<file path="src/rtl/ssd_scan_ctl.sv">
// Four-digit common-anode seven-segment scan controller.
// Double-buffered patterns commit only at frame boundaries; guard slot blanks each digit switch.
module ssd_scan_ctl #(
    parameter int SLOT_CYC = 100000,
    parameter int GUARD    = 4,
    parameter int CW       = $clog2(SLOT_CYC)
) (
    input  logic       clk,
    input  logic       rst,
    input  logic [7:0] seg0,
    input  logic [7:0] seg1,
    input  logic [7:0] seg2,
    input  logic [7:0] seg3,
    input  logic [3:0] blank,
    input  logic       load,
    input  logic       en,
    output logic [3:0] ssd_ctl,
    output logic [7:0] ssd_out,
    output logic       load_ack,
    output logic       frame_tick
);

    localparam logic [CW-1:0] CNT_LAST = CW'(SLOT_CYC - 1);

    logic [CW-1:0] cnt_q, cnt_d;
    logic [1:0]    idx_q, idx_d;
    logic          pending_q, pending_d;

    logic [7:0]    stg_q [4];
    logic [7:0]    stg_d [4];
    logic [3:0]    stg_blank_q, stg_blank_d;

    logic [7:0]    shd_q [4];
    logic [7:0]    shd_d [4];
    logic [3:0]    shd_blank_q, shd_blank_d;

    logic [3:0]    ssd_ctl_q, ssd_ctl_d;
    logic [7:0]    ssd_out_q, ssd_out_d;
    logic          load_ack_q, load_ack_d;
    logic          frame_tick_q, frame_tick_d;

    logic [7:0]    seg_in [4];
    logic          slot_end;
    logic          boundary;
    logic          commit;
    logic          in_guard;
    logic          dark;

    always_comb begin
        seg_in[0] = seg0;
        seg_in[1] = seg1;
        seg_in[2] = seg2;
        seg_in[3] = seg3;
    end

    // Scan position: counters free-run independent of en and blank.
    always_comb begin
        slot_end = (cnt_q == CNT_LAST);
        boundary = slot_end && (idx_q == 2'd3);
        cnt_d    = slot_end ? '0 : cnt_q + 1'b1;
        idx_d    = slot_end ? idx_q + 2'd1 : idx_q;
    end

    // Staging/shadow double buffer; a load on the boundary bypasses staging.
    always_comb begin
        commit      = boundary && (pending_q || load);
        stg_d       = stg_q;
        stg_blank_d = stg_blank_q;
        shd_d       = shd_q;
        shd_blank_d = shd_blank_q;
        pending_d   = pending_q;
        if (load) begin
            stg_d       = seg_in;
            stg_blank_d = blank;
            pending_d   = 1'b1;
        end
        if (commit) begin
            pending_d = 1'b0;
            if (load) begin
                shd_d       = seg_in;
                shd_blank_d = blank;
            end else begin
                shd_d       = stg_q;
                shd_blank_d = stg_blank_q;
            end
        end
    end

    // Outputs follow the next-state position so they move with cnt/idx.
    always_comb begin
        in_guard     = (GUARD > 0) && (int'({1'b0, cnt_d}) < GUARD);
        dark         = in_guard || !en || shd_blank_d[idx_d];
        ssd_ctl_d    = 4'b1111;
        ssd_out_d    = 8'hFF;
        if (!dark) begin
            ssd_ctl_d = ~(4'b0001 << idx_d);
            ssd_out_d = shd_d[idx_d];
        end
        load_ack_d   = commit;
        frame_tick_d = boundary;
    end

    always_ff @(posedge clk) begin
        if (rst) begin
            cnt_q        <= '0;
            idx_q        <= 2'd0;
            pending_q    <= 1'b0;
            stg_q        <= '{default: 8'hFF};
            stg_blank_q  <= 4'b0000;
            shd_q        <= '{default: 8'hFF};
            shd_blank_q  <= 4'b0000;
            ssd_ctl_q    <= 4'b1111;
            ssd_out_q    <= 8'hFF;
            load_ack_q   <= 1'b0;
            frame_tick_q <= 1'b0;
        end else begin
            cnt_q        <= cnt_d;
            idx_q        <= idx_d;
            pending_q    <= pending_d;
            stg_q        <= stg_d;
            stg_blank_q  <= stg_blank_d;
            shd_q        <= shd_d;
            shd_blank_q  <= shd_blank_d;
            ssd_ctl_q    <= ssd_ctl_d;
            ssd_out_q    <= ssd_out_d;
            load_ack_q   <= load_ack_d;
            frame_tick_q <= frame_tick_d;
        end
    end

    assign ssd_ctl    = ssd_ctl_q;
    assign ssd_out    = ssd_out_q;
    assign load_ack   = load_ack_q;
    assign frame_tick = frame_tick_q;

endmodule

</file>
<file path="config.mk">
export PLATFORM = sky130hd
export DESIGN_NAME = ssd_scan_ctl
export DESIGN_NICKNAME = d
export VERILOG_FILES = /design/src/rtl/ssd_scan_ctl.sv
export SDC_FILE = /design/constraint.sdc
export NUM_CORES = 1
export LEC_CHECK = 0
export CORE_MARGIN = 8
export CORE_UTILIZATION = 55
export DETAILED_ROUTE_END_ITERATION = 8
export PLACE_DENSITY_LB_ADDON = 0.15
export SLEW_MARGIN = 20
export SYNTH_ARGS = -nofsm -noshare
export SYNTH_HDL_FRONTEND = slang
export SYNTH_SLANG_ARGS = --single-unit
</file>
<file path="constraint.sdc">
create_clock -name clk -period 2.7 [get_ports clk]
set_input_delay 0.54 -clock clk [delete_from_list [all_inputs] [get_ports clk]]
set_output_delay 0.54 -clock clk [all_outputs]
set_load 0.005 [all_outputs]
</file>
# Word-level counts from Yosys, hierarchy flattened
# Cells that the tools add are included.
[totals]
reg_bits = 106
inputBits = 40
output_inout_bits = 14
wordCells = 46
[op_classes]
n_addsub = 2
magnitude_cmp = 3
eq_ne = 2
n_shift = 1
mux = 11
n_bitwise = 2
reduce_logical = 8
[ops]
columns = ["cell", "n"]
rows = [
  ["$mux 32", 2],
  ["$add 17x1->17 const B", 1],
  ["$eq 17x17->1 const B", 1],
  ["$lt 17x3->1 const B", 1],
  ["$mux 17", 1],
  ["$bmux 8 s2", 1],
  ["$mux 8", 2],
  ["$mux 4", 2],
  ["$not 4->4", 1],
  ["$reduce_or 2->1", 2],
  ["$shl 1x2->4 const A", 1],
  ["$ge 3x3->1 const B", 1],
  ["$logic_or 1x1->1", 3],
  ["$lt 2x3->1 const B", 1],
  ["$not 2->3", 1],
  ["$add 2x1->2 const B", 1],
  ["$bmux 1 s2", 1],
  ["$eq 2x2->1 const B", 1],
  ["$logic_and 1x1->1", 2],
  ["$mux 2", 1],
  ["$logic_not 1->1", 1],
  ["$mux 1", 1],
]

# Longest topological paths before layout
# Gate-level depths: netlist of the first run.
[logic_depth]
word_depth = 8
depth_mapped = 11
ltp_nobuf = 8

# Worst setup path before layout of the first run
# No wires, ideal clock.
[synth_path]
path_kind = "register -> register"
startpoint = "register cnt_q[0]"
endpoint = "register ssd_out_q[0], in the netlist ssd_out[0]"
setup_time_ns = 0.133
arrival_time_ns = 2.208
slack_ns = 0.359
path_stages_with_launch = 11
path_buffers = 2
period_less_slack_ns = 2.341
path_cell_list = "dfxtp_1 -> ha_1 -> and4_4 -> and4_1 -> buf_4 -> nor3_1 -> a31oi_2 -> o32ai_1 -> a211oi_2 -> buf_4 -> o2111ai_1"
[synth_between]
elab_chain_cells = 8
[synth_lines]
columns = ["element", "line", "source"]
rows = [
  ["start: declaration", "25", "logic [CW-1:0] cnt_q, cnt_d;"],
  ["start signal: assignment", "117", "cnt_q <= cnt_d;"],
  ["parallel branches: the longest is 8 deep, another holds $add 17x1->17", "--", ""],
  ["end signal: assignment", "125", "ssd_out_q <= ssd_out_d;"],
  ["end: declaration", "38", "logic [7:0] ssd_out_q, ssd_out_d;"],
]
# Several ways; the timed one is not identified. The select of a mux whose other input is x is not followed.
# A chain may end at the register's enable or synchronous reset.

# Worst setup path in the final report of the first run
[layout_path]
startpoint = "register cnt_q[0]"
endpoint = "register ssd_out_q[2], in the netlist ssd_out[2]"
# The elaborated chain is that of the path after synthesis.

==> summary.md, run 1 <==
| Metric | Value |
|---|---|
| Status | completed |
| H-tree depth reported by CTS | 3 |
| Worst path bufs/invs | 1 |
| Finish-stage setup viols | 0 |
| R2R Setup Slk | about 210 ps |
| Synth warn | 0 |
| Commonest non-fill, non-tap cell in the layout | dfxtp_1 |
| Number of I/O pins | 54 |
| Seq cells post-synth | between 100 and 150 |
| Post-synthesis mux area share | under 10% |
| Most frequent cells in the layout | dfxtp_1 (105), nand2b_1 (60), nor2_1 (52) |
| Dpl cells | a little over 600 |
| Fin util | between 60% and 70% |
| Die W | approximately 110 um |
| Worst min path class | reg -> reg |
| Netlist Area Pre-Place | 4470 um^2 |
| Max-Cap Viols | 0 |
| Design Area, Final | between 5000 and 6000 um^2 |
| Pins over their slew limit | 0 |
| Clock transition at path regs | approximately 90 ps |
| Worst-Margin Slew | ~630 ps |
| Cell taking the most area after synthesis | dfxtp_1 |
| IO buf count | 53 |
| WP depth | 9 |
| Pin count of the biggest net entering global routing | 83 |
| Tot Pwr | about 2.7 mW |
| Placement Rows | 33 |
| Placeable Area | around 8000 um^2 |
| Startpoint Class | flop |
| Post-route antenna net violation count | 0 |
| Fin Setup TNS | 0 ps |
| XOR/XNOR Fraction of Synth Area | under 10% |
| Setup bufs post-CTS | 0 |
| Worst setup EP type | flop |
| CP Launch Point | cnt_q[0]$_SDFF_PP0_ |
| EDFF count, synth | 0 |
| First-pass GRT wire length | 15.3 mm |
| Synth area leaders | dfxtp_1 (48%), nand2b_1 (8.4%), mux2i_1 (8.1%) |
| Worst EP arrival | around 2700 ps |
| Mapped Nets | just over 500 |
| Clock Latency Late Sink | between 300 and 400 ps |
| Max FO, Critical Path | 9 |
| Min Tclk post-route | around 2500 ps |
| Routing usage on met2 | 25.6% |
| DRT Wirelength | 8.99 mm |
| Crit Reg-Reg Startpoint | cnt_q[0]$_SDFF_PP0_ |
| DP Worst Slack | 149 ps |
| Classification of the worst setup path | reg -> reg |
| Fin nets | about 550 |
| Fin Clk Skew | slightly above 9 ps |
| Share of cells above drive strength 1 | between 10% and 20% |
| Cell Area, Placed | around 5000 um^2 |
| Vias | approximately 3,200 |
| DR DRC count | 0 |
| Post-Synth Adder-Cell Area | less than 1% |
| Final hold vios | 0 |
| Top-area cell type share of the netlist area | 47.5% |
| Die Ht | between 100 and 150 um |
| Post-synthesis async set-or-reset flop share | 0% |
| Finished Layout Cells | slightly above 600 |
| Clk buf depth | 2 |
| WP data required | slightly below 3000 ps |
| Setup WS post-layout | 215 ps |
| Slew margin rel. | between 50% and 60% |
| Gp weighted congestion | 0.860 |
| Largest family of logic cells by synthesized area | simple AND/OR/NAND/NOR gates |
| Crit path cell chain | ha_1 -> and4_4 -> nand4_2 -> or2_2 -> a21oi_1 -> o32ai_1 -> a211oi_2 -> buf_4 -> o2111ai_1 |
| Unrepaired setup endpoints after global routing | no |
| GR Util met3 | 2.90% |
| Iter 0 DRT Violations | between 100 and 150 |
| Reg2Reg Depth | 9 |
| Initial core utilization | a little under three fifths |
| WL/cell | between 10 and 15 um |
| Avg Cell Area, Syn | around 9.4 um^2 |
| Highest-delay cell along the critical path | dfxtp_1 |
| Full die area | 11,300 um^2 |
| Simple-gate portion of the synthesized area | around a quarter |
| Complex-gate fraction of the synthesized area | 11.2% |
| Yosys cell types | between 50 and 60 |
| Drt pass-1 iters | 4 |
| Crit share post-route | 92.0% |
| Top_reg_cell synth | dfxtp_1 |
| TritonCTS clock tree | built |
| CTS root buf | clkbuf_8 |
| Clock sinks | approximately 110 |
| Crit path capture | ssd_out[2]$_SDFF_PP1_ |
| Upper clock frequency limit | between 400 and 500 MHz |
| Delay-heaviest family, CP | compound AO/OA/AOI/OAI gates |
| Vias per cell | 5.20 |
| Lkg Pwr | about 2.0 nW |
| Dpl hpwl | between 6 and 7 mm |
| Met1 usage | between 20 and 25% |
| Vias in the first global route | 3,187 |
| Busiest grt layer | met2 |
| Total GRT Usage | 16.4% |
| Antenna cells | 0 |
| Slowest stage delay, CP | 380 ps |
| R2R Path End | ssd_out[2]$_SDFF_PP1_ |
| Pwr Density | 525 nW/um^2 |
| Synthesis-to-finish area growth | 17.0% |
| Total CTS buffers | 9 |
| Post-synthesis sequential area ratio | between 40% and 50% |
| GRT overflow | 0 |
| Initial antenna violation count | 0 |
| Post-Synthesis Cells | roughly 470 |
| Worst IR Drop VDD | a little over 300 uV |
| Worst hold slack | about 470 ps |
-- area by class of cell --
class / instances / area [um^2]
Clock inverter: 6 / 66.3
Inverter: 6 / 22.5
Sequential cell: 106 / 2120
Timing Repair Buffer: 62 / 601
Multi-Input combinational cell: 326 / 2160
Tap cell: 105 / 131
Clock buffer: 9 / 124
Fill cell: 703 / 2830
-- worst min-delay path: cells and delay by family (launching register included) --
family	cells	cell delay, ps
AO/OA/AOI/OAI	1	70
flip-flops	1	320
AND/OR/NAND/NOR	1	60
-- timing repair --
item                       4_1_cts  5_1_grt
hold buffers                     0        0
setup endpoints to repair        0        8
gates resized for setup          0        2
-- cell usage after synthesis (5+ instances only) --
cell	number
a21oi_1	32
nor2b_1	5
nand2b_1	60
buf_4	5
nor2_1	52
nand3_1	8
or2_2	9
clkbuf_1	20
xnor2_1	6
inv_1	6
xor2_1	9
o21ai_0	10
dfxtp_1	106
mux2i_1	36
buf_2	6
nand2_1	26
o2111ai_1	9
nor3_1	9
o22a_1	8
-- worst min path at each step --
stage / from / endpoint / slack, ps / cells after the start
after floorplan: cnt_q[0]$_SDFF_PP0_ / cnt_q[0]$_SDFF_PP0_ / 430 / 1
after global routing: shd_q[2]$_SDFF_PP1_ / shd_q[2]$_SDFF_PP1_ / 490 / 2
after CTS: shd_q[2]$_SDFF_PP1_ / shd_q[2]$_SDFF_PP1_ / 470 / 2
after detailed placement: shd_q[13]$_SDFF_PP1_ / shd_q[13]$_SDFF_PP1_ / 450 / 2
final: shd_q[2]$_SDFF_PP1_ / shd_q[2]$_SDFF_PP1_ / 470 / 2
after global placement: cnt_q[0]$_SDFF_PP0_ / cnt_q[0]$_SDFF_PP0_ / 440 / 1
-- state kept, by name (all words and copies together) (netlist names), 2 cells and up --
signal	cells
idx_q	2
ssd_out	8
stg_q	32
shd_blank_q	4
shd_q	32
cnt_q	17
ssd_ctl	4
stg_blank_q	4
-- per-layer routing --
layer  vias up  routed length, um
met4         0                177
met5         -                  0
met3        14                328
met2        56               4070
li1       1687                  -
met1      1465               4420
-- cells by family after synthesis --
kind of cell	after synthesis
compound gates	75
xor+xnor	15
fa+ha+maj	2
buf+inv	41
flops	106
mux	38
simple gates	196
-- report_power, final --
group          switching [mW]  total [mW]  internal [mW]
clock network           0.517       0.942          0.425
logic                  0.0808       0.188          0.107
registers              0.0128        1.61           1.60
total                   0.610        2.74           2.13
Power figures use the tool's default switching activity.
==> run 2, diff against run 1 <==
--- a/config.mk
+++ b/config.mk
@@ -5,6 +5,7 @@
 export SDC_FILE = /design/constraint.sdc
 export NUM_CORES = 1
 export LEC_CHECK = 0
+export CORE_ASPECT_RATIO = 0.7
 export CORE_MARGIN = 8
 export CORE_UTILIZATION = 55
 export DETAILED_ROUTE_END_ITERATION = 8
==> run 2 against run 1 <==
Net effect: combinational power about the same; flip-flop and latch count did not move; die area increased by 0.40%; critical path type unchanged; utilization rose by 2.7 points; wire length rose by 6.8%; critical endpoint is now ssd_out[5]$_SDFF_PP1_; clock power rose by 26%.
==> summary.md, run 2 (same netlist as run 1, synthesis figures left out) <==
| Metric | Value |
|---|---|
| Worst IR Drop VDD | 335 uV (+9.7%) |
| Biggest regs | shd_q (32), stg_q (32), cnt_q (17) |
| Dpl hpwl | 6.87 mm (+6.0%) |
| Highest-delay cell along the critical path | dfxtp_1 |
| H-tree depth reported by CTS | 3 (unchanged) |
| Fin Setup TNS | 0 ps (unchanged) |
| Full die area | 11,300 um^2 (+0.40%) |
| Pwr Density | 563 nW/um^2 (+7.2%) |
| First-pass GRT wire length | 16.0 mm (+4.6%) |
| Status | completed |
| Iter 0 DRT Violations | 328 (+150%) |
| Classification of the worst setup path | reg -> reg |
| Initial antenna violation count | 0 (unchanged) |
| Initial core utilization | 56.7% (+1.3 points) |
| Commonest non-fill, non-tap cell in the layout | dfxtp_1 |
| Clock sinks | 106 (unchanged) |
| DRT Wirelength | 9.60 mm (+6.8%) |
| Crit path cell chain | ha_1 -> and4_4 -> nand4_2 -> or2_2 -> a21oi_1 -> o221ai_1 -> a211oi_2 -> buf_4 -> o2111ai_1 |
| CTS root buf | clkbuf_16 |
| Cell Area, Placed | 5050 um^2 (+0.35%) |
| DR DRC count | 0 (unchanged) |
| Placeable Area | 7870 um^2 (-2.2%) |
| Die Ht | 91.4 um (-14%) |
| Pin count of the biggest net entering global routing | 83 (unchanged) |
| Max-Cap Viols | 0 (unchanged) |
| Worst setup EP type | flop |
| Die W | 124 um (+17%) |
| Worst EP arrival | 2680 ps (-40 ps) |
| Antenna cells | 0 (unchanged) |
| Delay-heaviest family, CP | simple AND/OR/NAND/NOR gates |
| GRT overflow | 0 (unchanged) |
| Vias in the first global route | 3,292 (+3.3%) |
| Finish-stage setup viols | 0 (unchanged) |
| Slew margin rel. | 57.6% (-0.15 points) |
| Placement Rows | 27 (-18%) |
| IO buf count | 53 (unchanged) |
| Clk buf depth | 2 (unchanged) |
| Fin Clk Skew | 7.47 ps (-1.77 ps) |
| Clock Latency Late Sink | 340 ps (-20 ps) |
| Worst min path class | reg -> reg |
| Gp weighted congestion | 0.889 (+3.4%) |
| Most frequent cells in the layout | dfxtp_1 (106), nand2b_1 (60), nor2_1 (52) |
| WP data required | 2900 ps (-30 ps) |
| Pins over their slew limit | 0 (unchanged) |
| Synthesis-to-finish area growth | 19.1% |
| Unrepaired setup endpoints after global routing | no |
| Worst-Margin Slew | 635 ps (+2.25 ps) |
| R2R Setup Slk | 220 ps (about the same) |
| Share of cells above drive strength 1 | 10.4% (+0.31 points) |
| Worst hold slack | 461 ps (-12.9 ps) |
| Lkg Pwr | 2.11 nW (+3.0%) |
| Crit share post-route | 91.8% (-0.28 points) |
| Worst path bufs/invs | 1 (unchanged) |
| Vias per cell | 5.33 (+2.6%) |
| Number of I/O pins | 54 (unchanged) |
| Fin nets | 556 (+0.54%) |
| Upper clock frequency limit | 404 MHz (+0.31%) |
| Startpoint Class | flop |
| Total GRT Usage | 17.6% (+1.2 points) |
| Post-route antenna net violation count | 0 (unchanged) |
| Min Tclk post-route | 2480 ps (-7.66 ps) |
| Drt pass-1 iters | 4 (unchanged) |
| Total CTS buffers | 9 (unchanged) |
| Design Area, Final | 5320 um^2 (+1.8%) |
| Slowest stage delay, CP | 370 ps (about the same) |
| Clock transition at path regs | 70 ps (-20 ps) |
| WL/cell | 15.5 um (+6.8%) |
| Vias | 3,305 (+2.6%) |
| CTS hold repair buffers | 0 (unchanged) |
| Final hold vios | 0 (unchanged) |
| Tot Pwr | 2.99 mW (+9.2%) |
| TritonCTS clock tree | built |
| Max FO, Critical Path | 12 (+3) |
-- run 2: cell count changes in the layout (fill, tap and decap cells not counted) --
| cell | previous run | this run |
|---|---|---|
| bufinv_16 | 1 | 0 |
| clkinvlp_4 | 3 | 1 |
| dfxtp_2 | 1 | 0 |
| buf_4 | 8 | 11 |
| dfxtp_1 | 105 | 106 |
| clkbuf_16 | 0 | 9 |
| clkbuf_8 | 9 | 0 |
| clkbuf_1 | 0 | 1 |
| clkinv_2 | 1 | 3 |
| inv_6 | 1 | 2 |
-- run 2: through the flow --
step                      instances  worst slack, ps  util, %
final                           620              222     67.6
after global routing            620             9.25     67.6
after CTS                       620              173     67.6
after detailed placement        604              197     64.2
after global placement          604              347     64.2
after floorplan                 473              359        -
-- run 2: cell type report --
cell class	count	area, um^2
Fill cell	670	2550
Multi-Input combinational cell	326	2160
Sequential cell	106	2120
Timing Repair Buffer	65	623
Clock buffer	10	229
Tap cell	101	126
Clock inverter	6	40.0
Inverter	6	22.5
-- run 2: routing by layer --
| layer | global-route usage, % | share of wire, % |
|---|---|---|
| met5 | 0 | 0 |
| met4 | 4.60 | 0.73 |
| met3 | 4.95 | 5.6 |
| met2 | 25.9 | 43 |
| met1 | 24.5 | 50 |
-- run 2: path summary, 6_finish.rpt --
path	cells after the start	end	startpoint
max	9	ssd_out[5]$_SDFF_PP1_	cnt_q[0]$_SDFF_PP0_
min reg2reg	2	shd_q[9]$_SDFF_PP1_	shd_q[9]$_SDFF_PP1_
max reg2reg	9	ssd_out[5]$_SDFF_PP1_	cnt_q[0]$_SDFF_PP0_
min	2	shd_q[9]$_SDFF_PP1_	shd_q[9]$_SDFF_PP1_
-- run 2: worst min-delay path, stage by stage (launching register included) --
cell      delay [ps]
dfxtp_1          310
a21oi_1           70
nand2b_1          60
-- run 2: where the power goes --
part / switching, mW / internal [mW]
clock: 0.564 / 0.628
combinational: 0.0827 / 0.106
sequential: 0.0127 / 1.60
-- run 2: what timing repair did --
action | in CTS | in global routing
gates resized for setup | 0 | 1
setup buffers | 0 | 0
setup endpoints to repair | 0 | 5
endpoints found under the hold margin | 0 | 0
